--- config.mk ---
export PLATFORM = sky130hd
export DESIGN_NAME = nmr_bstrm_simp_datapath
export DESIGN_NICKNAME = d
export VERILOG_FILES = /design/src/rtl/nmr_bstrm_simp_datapath.sv
export SDC_FILE = /design/constraint.sdc
export NUM_CORES = 1
export LEC_CHECK = 0
export CORE_MARGIN = 3
export CORE_UTILIZATION = 45
export DETAILED_ROUTE_END_ITERATION = 10
export PLACE_DENSITY_LB_ADDON = 0.05
export SETUP_SLACK_MARGIN = 0.1
export SLEW_MARGIN = 5
export SYNTH_ARGS = -nofsm -noshare
export SYNTH_HDL_FRONTEND = slang
export SYNTH_SLANG_ARGS = --single-unit
--- constraint.sdc ---
create_clock -name CLK -period 2.1 [get_ports CLK]
set_input_delay 0.42 -clock CLK [delete_from_list [all_inputs] [get_ports CLK]]
set_output_delay 0.42 -clock CLK [all_outputs]
set_load 0.02 [all_outputs]
--- src/rtl/nmr_bstrm_simp_datapath.sv ---
// Pulse-generation datapath for the NMR bitstream sequencer: loads one command per
// START, holds the selected level on OUT for max(data,2) cycles and flags DPATH_RDY one cycle early.
module nmr_bstrm_simp_datapath #(
    parameter int DATA_WIDTH = 24,
    parameter int MUX_WIDTH  = 16,
    parameter int SEL_W      = $clog2(MUX_WIDTH)
) (
    input  logic                  CLK,
    input  logic                  RST,
    input  logic                  START,
    output logic                  DPATH_RDY,
    input  logic [DATA_WIDTH-1:0] data,
    input  logic                  PLS_POL,
    input  logic [SEL_W-1:0]      mux_sel,
    input  logic [MUX_WIDTH-2:0]  mux_in,
    output logic                  OUT
);

    typedef enum logic [0:0] {
        IDLE = 1'b0,
        RUN  = 1'b1
    } state_t;

    localparam logic [DATA_WIDTH-1:0] CNT_MIN = DATA_WIDTH'(2);
    localparam logic [DATA_WIDTH-1:0] CNT_ONE = DATA_WIDTH'(1);
    localparam logic [SEL_W:0]        MUX_CNT = (SEL_W + 1)'(MUX_WIDTH);

    state_t                  state_q, state_d;
    logic [DATA_WIDTH-1:0]   cnt_q, cnt_d;
    logic                    level_q, level_d;
    logic [SEL_W-1:0]        sel_q, sel_d;
    logic [MUX_WIDTH-1:0]    mux_vec_s;

    // State register; reset aborts any pulse in progress
    always_ff @(posedge CLK or posedge RST) begin
        if (RST) begin
            state_q <= IDLE;
            cnt_q   <= '0;
            level_q <= 1'b0;
            sel_q   <= '0;
        end else begin
            state_q <= state_d;
            cnt_q   <= cnt_d;
            level_q <= level_d;
            sel_q   <= sel_d;
        end
    end

    // Next-state: START always wins, so a command in the final cycle chains with no gap
    always_comb begin
        state_d = state_q;
        cnt_d   = cnt_q;
        level_d = level_q;
        sel_d   = sel_q;
        if (START) begin
            state_d = RUN;
            level_d = PLS_POL;
            sel_d   = mux_sel;
            if (data < CNT_MIN) begin
                cnt_d = CNT_MIN;
            end else begin
                cnt_d = data;
            end
        end else if (state_q == RUN) begin
            if (cnt_q > CNT_ONE) begin
                cnt_d = cnt_q - CNT_ONE;
            end else begin
                state_d = IDLE;
                cnt_d   = '0;
                level_d = 1'b0;
                sel_d   = '0;
            end
        end else begin
            state_d = IDLE;
        end
    end

    // Ready strobe lands one cycle before the last pulse cycle
    always_comb begin
        DPATH_RDY = 1'b0;
        if ((state_q == RUN) && (cnt_q == CNT_MIN)) begin
            DPATH_RDY = 1'b1;
        end else begin
            DPATH_RDY = 1'b0;
        end
    end

    // Output mux: source 0 is the registered level, others are external inputs
    always_comb begin
        mux_vec_s = {mux_in, level_q};
        OUT       = 1'b0;
        if ({1'b0, sel_q} < MUX_CNT) begin
            OUT = mux_vec_s[sel_q];
        end else begin
            OUT = 1'b0;
        end
    end

endmodule

Word-level counts from Yosys, hierarchy flattened
Index checks and enable logic that the tools add are counted.
W data, S select, Z words.
{"block": "totals", "inputBits": 47, "wordCells": 29, "output_inout_bits": 2, "ff_bits": 30}
{"block": "op_classes", "n_lt_le_gt_ge": 3, "add_sub_neg": 1, "n_reduce_logical": 3, "muxes": 16, "n_eq_ne": 2}
{"op": "$mux W24", "count": 4}
{"op": "$eq A24 B2 Y1 const B", "count": 1}
{"op": "$gt A24 B1 Y1 const B", "count": 1}
{"op": "$lt A24 B2 Y1 const B", "count": 1}
{"op": "$sub A24 B1 Y24 const B", "count": 1}
{"op": "$mux W4", "count": 3}
{"op": "$mux W1", "count": 8}
{"op": "$lt A4 B5 Y1 const B", "count": 1}
{"op": "$bmux W1 S4", "count": 1}
{"op": "$ne A2 B2 Y1 const B", "count": 1}
{"op": "$reduce_and A2 Y1", "count": 1}
{"op": "$reduce_bool A2 Y1", "count": 1}
{"op": "$logic_and A1 B1 Y1", "count": 1}

Logic depth before layout (Yosys ltp)
{"block": "depth", "depth_word": 4, "mapped_depth": 7}

Worst setup path before layout
No wires, ideal clock.
{"block": "synth_path", "kind": "reg2out", "start": "reg cnt_q[11]", "end": "out DPATH_RDY", "path_stages_with_launch": 4, "path_buffers": 0, "arrival_time_ns": 1.817, "slack_ns": -0.137, "cell_sequence": "dfrtp_1 nor4_2 nand4_1 nor4_1"}
{"block": "synth_between", "elab_chain_cells": 3}
{"element": "start, declared", "line": "29", "source": "logic [DATA_WIDTH-1:0] cnt_q, cnt_d;"}
{"element": "start signal, assigned", "line": "43", "source": "cnt_q <= cnt_d;"}
{"element": "$eq A24 B2 Y1", "line": "81", "source": "if ((state_q == RUN) && (cnt_q == CNT_MIN)) begin"}
{"element": "$logic_and A1 B1 Y1", "line": "81"}
{"element": "$mux W1", "line": "81"}
{"element": "end, declared", "line": "11", "source": "output logic DPATH_RDY,"}
No other way between the ends.

Worst setup path in the final report
{"block": "layout_path", "start": "in mux_in[7]", "end": "out OUT"}
{"block": "layout_between", "elab_chain_cells": 2}
{"element": "start, declared", "line": "15", "source": "input logic [MUX_WIDTH-2:0] mux_in,"}
{"element": "$bmux W1 S4", "line": "93", "source": "OUT = mux_vec_s[sel_q];"}
{"element": "$mux W1 (not written as such)", "line": "93"}
{"element": "end, declared", "line": "16", "source": "output logic OUT"}
No other way between the ends. The select of a mux whose other input is x is not followed.

==> flow_summary_export.csv <==
group,metric,value,unit
critical_path,reg2reg_to,"cnt_q[11]",
synth,yosys_warnings,0,
clock_tree,clk_pin_slew_worst_paths,0.06,ns
synth,synth-edff-count,0,
critical_path,reg2reg_from,"cnt_q[4]",
routing,finalWirelength,8260,µm
clock_tree,cts_buffer_depth,2,
routing,viasPerCell,6.18,
routing,ant_nets,0,
clock_tree,htree_levels,2,
final_layout,drive_gt1_share,43.1,%
synth,ys_ff_latch,30,
final_layout,antenna_cells,0,
sta,timing.final.crit_period,2.29,ns
grt,grt_max_degree,31,
critical_path,worstSetupPathType,"primary input to output port",
synth,synth_area_leaders,"dfrtp_1 (36%), mux4_2 (5.4%), nand2_1 (4.3%)",
final_layout,area_growth,74.2,%
placement,hpwlAfterDp,5190,µm
synth,syn_nets,271,
critical_path,critPathArrivalTime,1.87,ns
clock_tree,clock-sinks,30,
routing,num_vias,2528,
sta,worst_pin_slew,0.425,ns
power_and_ir_drop,cellPowerDensity,498,mW/mm²
critical_path,worst_setup_path_start_kind,"primary input",
synth,netlist_area,0.00208,mm²
grt,overflow,0,
outcome,outcome,"complete, but fails checks",
hold_path,hold_class,"primary input to flop",
critical_path,critPathCaptureType,"output port",
synth,synth_flop_cell,"dfrtp_1",
hold_path,min_to,"cnt_q[1]",
sta,hold_slack,0.426,ns
synth,synth_most_common_cell,"dfrtp_1",
synth,yosysTopAreaCell,"dfrtp_1",
grt,grt_pass1_vias,2342,
floorplan,pin_count,49,
routing,post-route-drc-count,0,
sta,fin_worst_skew,0.0126,ns
grt,track_usage,27.5,%
power_and_ir_drop,power,1.81,mW
grt,grt_pass1_wl,11300,µm
routing,routedWlPerCell,20.2,µm
hold_path,holdCritStartpoint,"data[1]",
synth,ys_async_sr_fraction,100,%
clock_tree,cts_buffers,5,
outcome,violations,"negative setup slack",
critical_path,cp.required,1.68,ns
synth,postSynthAreaPerCell,9.42,µm²
sta,post-route-period-util,109,%
clock_tree,insertion_delay,0.29,ns
synth,seq_area_frac_synth,36.1,%
sta,fmax,437,MHz
power_and_ir_drop,vdd.ir_drop.worst,0.000440,V
floorplan,fp.dieH,74.0,µm
job,max_cap_viol_count,0,
critical_path,regToRegSetupSlack,-0.11,ns
placement,gp_congestion,0.880,
sta,slew_headroom,71.4,%
critical_path,critPathMaxFanout,1,
clock_tree,cts_root_buffer,"clkbuf_8",
sta,rsz0062_at_grt,"yes",
synth,synth_common_cells,"dfrtp_1 (30), nand2_1 (24), a21oi_1 (11), inv_1 (11), nor3_1 (11)",
floorplan,die_area,0.00548,mm²
final_layout,fin_nets,406,
clock_tree,ctsHoldBuffers,0,
clock_tree,cts_tree,"built",
floorplan,start_util,47.2,%
synth,synth_top_area_share,36.1,%
floorplan,core,0.00441,mm²
routing,drt_pass1_iterations,5,
floorplan,row_count,24,
floorplan,die_w,74.0,µm
sta,drv_slew,0,
critical_path,r2r_cells,8,
hold_path,holdPathStages,3,
sta,setup_tns,-0.601,ns
grt,antenna_found_initial,0,
sta,hold_viol,0,
sta,setup_ws,-0.188,ns
synth,synthDistinctLibCells,56,
sta,setup_viol,9,
power_and_ir_drop,p_leak,1.55,nW
synth,syn_inst,221,
routing,drtIter0Drc,295,
placement,port_buffers,48,
layer usage:
metal | global-route usage, % | vias up | share of wire [%]
met5 | 0 | - | 0
met4 | 8.65 | 0 | 3.6
met3 | 4.19 | 32 | 7.4
met2 | 47.1 | 137 | 51
met1 | 35.7 | 1212 | 38
li1 | - | 1147 | -
kinds of logic after synthesis:
group | synth area share (%)
compound gates | 25.3
xor+xnor | 1.26
fa+ha+maj | 1.80
buf+inv | 5.11
flops | 36.1
mux | 5.89
simple gates | 24.6
sequential cells by signal, indices dropped and copies added, names as in the netlist:
register / count
cnt_q: 24
sel_q: 4
level_q: 1
state_q: 1
layout make-up:
class,instances,area [µm²]
multi-input combinational,170,1480
clock buffer,6,82.6
fill,289,788
inverter,11,41.3
clock inverter,2,12.5
sequential,30,752
timing repair buffer,138,1200
tap,52,65.1
worst max path at each step:
| stage | slack (ns) | startpoint | depth (start not counted) | endpoint |
|---|---|---|---|---|
| 2_1_floorplan | 0.06 | cnt_q[11] | 3 | DPATH_RDY |
| 6_report | -0.19 | mux_in[7] | 4 | OUT |
| 4_1_cts | -0.19 | sel_q[0] | 3 | OUT |
| 3_3_place_gp | -0.59 | mux_in[14] | 4 | OUT |
| 3_5_place_dp | -0.62 | mux_in[10] | 4 | OUT |
| 5_1_grt | -0.24 | sel_q[0] | 3 | OUT |
timing repair:
action,in CTS,in global routing
gates cloned,0,1
resized for setup,48,43
setup endpoints to repair,18,27
setup buffers,8,8
pin swaps,18,32
power by group:
group	internal [mW]	switching (mW)	total (mW)
Sequential	0.633	0.0492	0.682
Clock	0.263	0.236	0.499
Combinational	0.340	0.284	0.625
critical path, cell delays in order:
cell and delay (ns):
clkdlybuf4s50_1 0.39, mux4_2 0.44, mux4_2 0.47, buf_6 0.15
cell usage in the layout, fill, tap and decap left out, drive strengths merged, types with 5 or more instances in the layout:
| master | n |
|---|---|
| mux4 | 5 |
| nand4 | 6 |
| a22o | 6 |
| nand2 | 25 |
| a21oi | 11 |
| o311ai | 7 |
| clkdlybuf4s50 | 31 |
| nor3 | 13 |
| nor2 | 11 |
| buf | 92 |
| dfrtp | 30 |
| dlygate4sd2 | 12 |
| o21ai | 12 |
| nor4 | 13 |
| inv | 11 |
| nand3 | 5 |
| clkbuf | 6 |
through the flow:
step	area [µm²]	util (%)	cells	setup WS, ns
after global placement	3140	71.1	384	-0.593
after global routing	3630	82.1	409	-0.243
after CTS	3390	76.8	400	-0.194
final	3630	82.1	409	-0.188
after detailed placement	3140	71.1	384	-0.622
after floorplan	2100	-	221	0.0647
Power figures use the tool's default switching activity.
